## config.mk

```make
export PLATFORM = sky130hd
export DESIGN_NAME = mem_arbiter
export DESIGN_NICKNAME = d
export VERILOG_FILES = /design/src/rtl/mem_arbiter_pkg.sv /design/src/rtl/mem_arbiter.sv
export SDC_FILE = /design/constraint.sdc
export NUM_CORES = 1
export LEC_CHECK = 0
export BUFFER_PORTS_ARGS = -buffer_cell sky130_fd_sc_hd__buf_2
export CAP_MARGIN = 20
export CORE_AREA = 2 2 136 171
export CTS_CLUSTER_SIZE = 24
export DETAILED_ROUTE_END_ITERATION = 12
export DIE_AREA = 0 0 138 173
export GPL_TIMING_DRIVEN = 0
export PLACE_DENSITY = 0.63
export SYNTH_ARGS = -nofsm -noshare
export SYNTH_HDL_FRONTEND = slang
export SYNTH_SLANG_ARGS = --single-unit
```

## constraint.sdc

```tcl
create_clock -name clk -period 2.4 [get_ports clk]
set_clock_uncertainty 0.1 [all_clocks]
set_input_delay 0.24 -clock clk [delete_from_list [all_inputs] [get_ports clk]]
set_output_delay 0.24 -clock clk [all_outputs]
set_load 0.03 [all_outputs]
```

## src/rtl/mem_arbiter_pkg.sv

```systemverilog
// mem_arbiter_pkg: FSM encoding and widths shared by the byte-serial RAM arbiter.
package mem_arbiter_pkg;
    localparam int CNT_W  = 3;
    localparam int BYTE_W = 8;

    typedef enum logic [2:0] {
        ARB_IDLE,
        ARB_RD_IF,
        ARB_RD_MEM,
        ARB_WR_MEM,
        ARB_DONE
    } arb_state_e;

    function automatic logic is_read(input arb_state_e s);
        return s == ARB_RD_IF || s == ARB_RD_MEM;
    endfunction
endpackage

```

## src/rtl/mem_arbiter.sv

```systemverilog
// mem_arbiter: shares one byte-wide synchronous RAM between fetch and load/store,
// sequencing each word as NBYTES little-endian beats and stalling until done.
module mem_arbiter
    import mem_arbiter_pkg::*;
#(
    parameter int ADDR_W = 32,
    parameter int NBYTES = 4
) (
    input  logic                     clk,
    input  logic                     rst,
    input  logic                     if_req_i,
    input  logic [ADDR_W-1:0]        if_addr_i,
    input  logic                     if_flush_i,
    output logic [BYTE_W*NBYTES-1:0] if_data_o,
    output logic                     if_done_o,
    input  logic                     mem_req_i,
    input  logic                     mem_we_i,
    input  logic [NBYTES-1:0]        mem_sel_i,
    input  logic [ADDR_W-1:0]        mem_addr_i,
    input  logic [BYTE_W*NBYTES-1:0] mem_data_i,
    output logic [BYTE_W*NBYTES-1:0] mem_data_o,
    output logic                     mem_done_o,
    output logic                     stallreq_if_o,
    output logic                     stallreq_mem_o,
    output logic [ADDR_W-1:0]        ext_addr_o,
    output logic [BYTE_W-1:0]        ext_dout_o,
    output logic                     ext_we_o,
    input  logic [BYTE_W-1:0]        ext_din_i
);
    localparam int IDX_W = $clog2(NBYTES);
    localparam logic [CNT_W-1:0] LAST_RD = CNT_W'(NBYTES);
    localparam logic [CNT_W-1:0] LAST_WR = CNT_W'(NBYTES - 1);

    arb_state_e state_q, state_d;
    logic [CNT_W-1:0] cnt_q;
    logic gnt_mem_q;
    logic [ADDR_W-1:0] addr_q;
    logic [NBYTES-1:0][BYTE_W-1:0] buf_q, buf_d, wr_bytes;
    logic [BYTE_W*NBYTES-1:0] if_data_q, mem_data_q;
    logic [IDX_W-1:0] beat;
    logic rd, stay;

    assign wr_bytes   = mem_data_i;
    assign beat       = cnt_q[IDX_W-1:0];
    assign if_data_o  = if_data_q;
    assign mem_data_o = mem_data_q;
    assign ext_addr_o = addr_q;

    always_ff @(posedge clk) state_q <= !rst ? ARB_IDLE : state_d;

    // Loads/stores outrank fetch; flush only ever touches the fetch path.
    always_comb begin
        state_d = state_q;
        case (state_q)
            ARB_IDLE:   state_d = mem_req_i ? (mem_we_i ? ARB_WR_MEM : ARB_RD_MEM)
                                : (if_req_i && !if_flush_i) ? ARB_RD_IF : ARB_IDLE;
            ARB_RD_IF:  state_d = if_flush_i ? ARB_IDLE : (cnt_q == LAST_RD) ? ARB_DONE : ARB_RD_IF;
            ARB_RD_MEM: state_d = (cnt_q == LAST_RD) ? ARB_DONE : ARB_RD_MEM;
            ARB_WR_MEM: state_d = (cnt_q == LAST_WR) ? ARB_DONE : ARB_WR_MEM;
            default:    state_d = ARB_IDLE;
        endcase
    end

    always_comb begin
        rd    = is_read(state_q);
        stay  = state_d == state_q && state_q != ARB_IDLE && state_q != ARB_DONE;
        buf_d = buf_q;
        if (rd && cnt_q != '0) buf_d[IDX_W'(cnt_q - 1'b1)] = ext_din_i;
        if_done_o      = state_q == ARB_DONE && !gnt_mem_q && !if_flush_i;
        mem_done_o     = state_q == ARB_DONE && gnt_mem_q;
        ext_we_o       = state_q == ARB_WR_MEM && mem_sel_i[beat];
        ext_dout_o     = state_q == ARB_WR_MEM ? wr_bytes[beat] : '0;
        stallreq_if_o  = if_req_i && !if_done_o && !if_flush_i;
        stallreq_mem_o = mem_req_i && !mem_done_o;
    end

    // Read data lags its address by one beat, so byte cnt-1 lands at beat cnt.
    always_ff @(posedge clk) begin
        if (!rst) begin
            cnt_q      <= '0;
            gnt_mem_q  <= 1'b0;
            addr_q     <= '0;
            buf_q      <= '0;
            if_data_q  <= '0;
            mem_data_q <= '0;
        end else begin
            if (state_q == ARB_IDLE && state_d != ARB_IDLE) begin
                cnt_q     <= '0;
                gnt_mem_q <= mem_req_i;
                addr_q    <= mem_req_i ? mem_addr_i : if_addr_i;
            end else if (state_q != ARB_IDLE && state_q != ARB_DONE) begin
                cnt_q <= cnt_q + 1'b1;
                if (stay && cnt_q < LAST_WR) addr_q <= addr_q + ADDR_W'(1);
            end
            if (rd) buf_q <= buf_d;
            if (rd && state_d == ARB_DONE) begin
                if (gnt_mem_q) mem_data_q <= buf_d;
                else if_data_q <= buf_d;
            end
        end
    end
endmodule

```

==> flow_summary_export.csv, run 1 <==
group,metric,value,unit
floorplanning,fp.dieH,173,um
floorplanning,initial_utilization,0.2974,
finish,drive_above_1_share,0.4644,
sta,rsz0062_at_grt,"yes",
synth,synth_top_flop_cell,"dfxtp_1",
route,via_per_inst,4.923,
route,drtAntennaViolNets,0,
grt,grt_start_max_net_pins,17,
sta,finalHoldViolations,0,
place,pre_cts_ws,-147.6,ps
grt,grt_antenna_before_repair,0,
sta,timing_worst_slew_pin_value,765.1,ps
synth,asyncSetResetFlopFracSynth,0,
power_and_ir_drop,clkPwrFrac,0.416,
clock_network,clockRootBuffer,"clkbuf_16",
clock_network,clock_tree.buffer_depth,2,
route,route.final.wire_length,20840,um
min_path,worst_hold_path_type,"input port to flop",
floorplanning,die_x,138,um
finish,stdcell_count,1211,
finish,area_growth,37.03,%
floorplanning,fp.coreArea,22130,um^2
sta,min_period_over_period,0.9596,
finish,n_antenna_cell,0,
synth,synth_edf_count,0,
grt,grt_pass1_vias,6091,
synth,synthesis.yosys.warnings,0,
synth,postSynthCellCount,674,
finish,fillerInstances,2194,
grt,grt_pass1_wl,32890,um
synth,synth.net_count,795,
power_and_ir_drop,report.power.total,5.763,mW
power_and_ir_drop,switching_share,0.2994,
setup_path,critical_path_arrival,1960,ps
setup_path,cp_max_fo,10,
route,vias,5962,
sta,setup-violations-final,0,
clock_network,tritoncts,"built",
clock_network,clock-sinks,135,
grt,track_usage,0.1718,
synth,post_synth_instance_area,6583,um^2
setup_path,criticalPathCategory,"flop to primary output",
power_and_ir_drop,pwr-share-seq,0.423,
synth,syn_avg_cell_area,9.766,um^2
sta,maxClockFrequency,0.4342,GHz
sta,fin_crit,2303,ps
place,dp_hpwl,15510,um
place,port_buffers,221,
power_and_ir_drop,pwr-share-comb,0.161,
power_and_ir_drop,net-switching-power,1.726,mW
flow_run,drv_cap,0,
finish,final_net_count,1037,
sta,slew-limit-headroom,0.4900,
outcome,result_of_the_run,"completed",
clock_network,cts-buffers-inserted,17,
finish,post_route_standard_cell_area_excluding_fillers,9020,um^2
setup_path,critPathRequiredTime,2060,ps
route,drc,0,
power_and_ir_drop,ir_worst_vdd,0.4763,mV
place,placed_area,8043,um^2
floorplanning,die_area,23870,um^2
synth,synth.yosys.seq_area_share,0.4106,
setup_path,critPathLaunchType,"flop",
route,drt-initial-drc-count,196,
clock_network,htree_levels,4,
grt,grt.overflow.total,0,
power_and_ir_drop,power_report.internal_total,4.037,mW
power_and_ir_drop,areal_power_density_over_the_cells,638.9,nW/um^2
synth,ys_types,46,
setup_path,end_kind,"primary output",
clock_network,insertion_delay,420,ps
floorplanning,placement_rows,61,
floorplanning,pin_count,223,
route,number_of_detailed_routing_iterations_run_before_antenna_repair,4,
place,place_inst,1178,
sta,post-route-worst-setup-slack,97.08,ps
clock_network,post_cts_hold_buffer_count,0,
route,wl_per_instance,17.20,um
synth,number_of_register_bits_inferred_by_synthesis,135,
place,gp_routability_congestion,0.8553,
clock_network,clkTransAtPathRegs,60,ps
sta,fin_hold_ws,83.98,ps
power_and_ir_drop,lkg_pwr,3.523,nW
sta,final-max-slew-violation-count,0,
what timing repair did:
item / 4_1_cts / 5_1_grt
buffers inserted: 0 / 2
gates cloned: 0 / 0
hold endpoints to repair: 0 / 0
setup endpoints to repair: 72 / 106
resized for setup: 16 / 62
pin swaps: 0 / 3
Yosys cell counts, types with 5 or more instances:
cell type,n,area [um^2]
dfxtp_1,135,2703
nor2_1,100,375.4
a211oi_2,57,713.2
o21ai_0,38,190.2
mux2i_1,34,340.3
a21oi_1,31,155.2
mux2_2,30,337.8
clkbuf_1,29,108.9
xnor2_1,23,201.4
nand2_1,20,75.07
and3_1,17,106.4
nor4_1,16,100.1
a211oi_1,10,75.07
inv_1,10,37.54
nand4_1,10,62.56
nor2_2,10,62.56
buf_4,9,67.56
mux4_2,9,202.7
nand3_1,9,45.04
nor3_1,9,45.04
and2_1,7,43.79
buf_2,7,35.03
buf_6,7,78.83
ha_1,7,87.58
a31oi_1,5,31.28
and4_1,5,43.79
worst paths after layout:
check | end | slack (ps) | startpoint | cells past startpoint
max | ext_dout_o[1] | 100 | cnt_q[0]$_SDFFE_PP0P_ | 4
min | cnt_q[1]$_SDFFE_PP0P_ | 80 | rst | 3
max reg2reg | if_data_o[22]$_SDFFE_PN0P_ | 130 | cnt_q[0]$_SDFFE_PP0P_ | 7
min reg2reg | mem_data_o[1]$_SDFFE_PN0P_ | 410 | mem_data_o[1]$_SDFFE_PN0P_ | 2
through the flow:
step	setup TNS, ps	util
3_5_place_dp	-3568	0.3634
2_1_floorplan	0	-
4_1_cts	0	0.3903
6_report	0	0.4075
5_1_grt	-96.84	0.4075
3_3_place_gp	-1385	0.3634
logic make-up (layout without fill, tap and decap cells):
family | Yosys count | after routing | share of synthesized area
multiplexers | 73 | 73 | 0.1338
XOR/XNOR | 26 | 26 | 0.03459
adder cells (fa/ha/maj) | 7 | 7 | 0.01330
flip-flops | 135 | 135 | 0.4106
AND/OR/NAND/NOR | 215 | 215 | 0.1621
AO/OA/AOI/OAI | 153 | 153 | 0.1941
buffers and inverters | 65 | 319 | 0.05151
area by class of cell:
| type | count | area [um^2] | share of cell area |
|---|---|---|---|
| flip-flops and latches | 135 | 2704 | 0.2998 |
| clock inverters | 13 | 96.34 | 0.01068 |
| well taps | 283 | 354.1 | 0.03926 |
| plain buffers | 55 | 326.6 | 0.03620 |
| repair buffers | 223 | 1121 | 0.1243 |
| multi-input cells | 474 | 3941 | 0.4370 |
| clock buffers | 18 | 439.2 | 0.04869 |
| inverters | 10 | 37.54 | 0.004161 |
metal layers:
layer  vias up  routed length (um)  global-route usage  share of wire
met5         -                   0                   0              0
met4         0                 330             0.05187          0.016
met1      2797                8807              0.2031           0.42
met3        21                1233             0.04431          0.059
met2       211               10460              0.3047           0.50
li1       2933                   -                   -              -
power by group through the flow:
| stage | logic, mW | clock network [mW] | registers (mW) |
|---|---|---|---|
| 2_1_floorplan | 0.430 | 0 | 2.60 |
| 3_3_place_gp | 0.873 | 0 | 2.48 |
| 3_5_place_dp | 0.879 | 0 | 2.48 |
| 4_1_cts | 0.889 | 2.45 | 2.43 |
| 5_1_grt | 1.01 | 2.55 | 2.45 |
| 6_report | 0.928 | 2.40 | 2.44 |
cell usage in the layout, fill, tap and decap left out, types with 19 or more instances in the layout:
| master | count |
|---|---|
| a21oi_1 | 31 |
| mux2i_4 | 24 |
| a211oi_2 | 57 |
| buf_2 | 226 |
| nor2_1 | 99 |
| mux2_2 | 30 |
| clkbuf_1 | 28 |
| o21ai_0 | 37 |
| xnor2_1 | 23 |
| nand2_1 | 19 |
| dfxtp_1 | 134 |
critical path: stages, from the launching register on:
cell,delay [ps]
dfxtp_1,380
buf_4,260
mux4_2,540
and3_1,190
buf_2,170
registers in the layout, indices dropped and copies added (netlist names):
| signal | cells |
|---|---|
| buf_q | 32 |
| ext_addr_o | 32 |
| if_data_o | 32 |
| mem_data_o | 32 |
| cnt_q | 3 |
| state_q | 3 |
| gnt_mem_q | 1 |
Note: power is estimated with default switching activity, not from simulation.
==> run 2: changes to the inputs <==
==> constraint.sdc (replaced) <==
create_clock -name clk -period 2.4 [get_ports clk]
set_clock_uncertainty 0.1 [all_clocks]
set_input_delay 0.36 -clock clk [delete_from_list [all_inputs] [get_ports clk]]
set_output_delay 0.36 -clock clk [all_outputs]
set_load 0.03 [all_outputs]
==> flow_summary_export.csv, run 2 (synthesized netlist as in run 1, its figures left out) <==
group,metric,value,unit
power_and_ir_drop,report.power.total,5.774,mW
sta,setup-violations-final,0,
route,via_per_inst,4.916,
finish,drive_above_1_share,0.4688,
place,place_inst,1178,
floorplanning,die_area,23870,um^2
clock_network,htree_levels,4,
finish,stdcell_count,1211,
setup_path,critPathLaunchType,"flop",
route,number_of_detailed_routing_iterations_run_before_antenna_repair,6,
route,wl_per_instance,17.25,um
power_and_ir_drop,switching_share,0.2998,
sta,maxClockFrequency,0.4318,GHz
grt,grt.overflow.total,0,
power_and_ir_drop,power_report.internal_total,4.043,mW
route,vias,5953,
sta,slew-limit-headroom,0.4912,
sta,fin_crit,2316,ps
finish,n_antenna_cell,0,
floorplanning,initial_utilization,0.2974,
place,dp_hpwl,15510,um
floorplanning,fp.coreArea,22130,um^2
floorplanning,die_x,138,um
sta,fin_hold_ws,201.5,ps
flow_run,drv_cap,0,
setup_path,criticalPathCategory,"flop to primary output",
place,gp_routability_congestion,0.8553,
clock_network,cts-buffers-inserted,17,
grt,grt_antenna_before_repair,0,
clock_network,clock-sinks,135,
setup_path,cp_max_fo,10,
clock_network,clkTransAtPathRegs,60,ps
route,route.final.wire_length,20900,um
power_and_ir_drop,pwr-share-seq,0.423,
power_and_ir_drop,lkg_pwr,3.523,nW
power_and_ir_drop,ir_worst_vdd,0.5097,mV
setup_path,critical_path_arrival,1860,ps
grt,grt_pass1_vias,6119,
power_and_ir_drop,areal_power_density_over_the_cells,641.0,nW/um^2
sta,final-max-slew-violation-count,0,
sta,timing_worst_slew_pin_value,763.2,ps
setup_path,critPathRequiredTime,1940,ps
power_and_ir_drop,pwr-share-comb,0.161,
floorplanning,pin_count,223,
power_and_ir_drop,clkPwrFrac,0.416,
clock_network,tritoncts,"built",
route,drt-initial-drc-count,207,
grt,grt_start_max_net_pins,17,
setup_path,end_kind,"primary output",
sta,rsz0062_at_grt,"no",
finish,area_growth,36.84,%
route,drtAntennaViolNets,0,
finish,final_cell_mix,"buf_2 (225), dfxtp_1 (133), nor2_1 (98), a211oi_2 (57), o21ai_0 (37)",
sta,finalHoldViolations,0,
grt,grt_pass1_wl,33110,um
sta,min_period_over_period,0.9650,
outcome,result_of_the_run,"completed",
power_and_ir_drop,net-switching-power,1.731,mW
route,drc,0,
clock_network,clock_tree.buffer_depth,2,
finish,most_common_cell_after_layout_fill_and_taps_aside,"buf_2",
place,port_buffers,221,
min_path,worst_hold_path_type,"input port to flop",
floorplanning,placement_rows,61,
clock_network,insertion_delay,420,ps
clock_network,clockRootBuffer,"clkbuf_16",
clock_network,post_cts_hold_buffer_count,0,
grt,track_usage,0.1731,
floorplanning,fp.dieH,173,um
finish,final_net_count,1037,
==> run 2: layer usage <==
layer  vias up  part of all wire  GRT usage
met4         0             0.014    0.05315
met2       204              0.50     0.3069
met5         -                 0          0
met3        19             0.056    0.04403
li1       2928                 -          -
met1      2802              0.43     0.2048
==> run 2: layout make-up <==
| type | instances | area (um^2) |
|---|---|---|
| plain buffers | 55 | 334.1 |
| clock buffers | 18 | 439.2 |
| clock inverters | 13 | 96.34 |
| fillers | 2201 | 13130 |
| inverters | 10 | 37.54 |
| multi-input cells | 474 | 3920 |
| flip-flops and latches | 135 | 2705 |
| well taps | 283 | 354.1 |
| repair buffers | 223 | 1121 |
==> run 2: worst paths after layout <==
path                                    from                         end  slack, ps  cells after the start
hold / removal                      mem_we_i       state_q[0]$_SDFF_PN0_        200                      3
setup reg to reg       cnt_q[0]$_SDFFE_PP0P_  if_data_o[18]$_SDFFE_PN0P_        150                      7
hold reg to reg   mem_data_o[1]$_SDFFE_PN0P_  mem_data_o[1]$_SDFFE_PN0P_        410                      2
setup / recovery       cnt_q[0]$_SDFFE_PP0P_               ext_dout_o[1]         80                      4
==> run 2: critical path, cell delays in order (launching register included) <==
cell and delay (ps):
dfxtp_2 370, buf_8 180, mux4_2 520, and3_1 190
buf_2 170
==> run 2: repair_timing <==
item	CTS	global route
setup endpoints to repair	72	121
buffers inserted	0	2
pin swaps	0	3
gates resized for setup	26	56
endpoints found under the hold margin	0	0
==> run 2: power by group through the flow <==
stage | combinational [mW] | sequential (mW) | clock [mW]
2_1_floorplan | 0.430 | 2.60 | 0
3_3_place_gp | 0.873 | 2.48 | 0
3_5_place_dp | 0.879 | 2.48 | 0
4_1_cts | 0.895 | 2.43 | 2.45
5_1_grt | 1.02 | 2.45 | 2.56
6_report | 0.930 | 2.44 | 2.40
==> run 2: stage by stage <==
| step | TNS, ps | utilization | cell area (um^2) | setup WS, ps |
|---|---|---|---|---|
| 6_report | 0 | 0.4070 | 9007 | 83.94 |
| 5_1_grt | 0 | 0.4070 | 9007 | 0.6253 |
| 4_1_cts | 0 | 0.3919 | 8675 | 7.636 |
| 3_5_place_dp | -3568 | 0.3634 | 8043 | -147.6 |
| 3_3_place_gp | -1385 | 0.3634 | 8043 | -104.5 |
| 2_1_floorplan | 0 | - | 6583 | 325.8 |
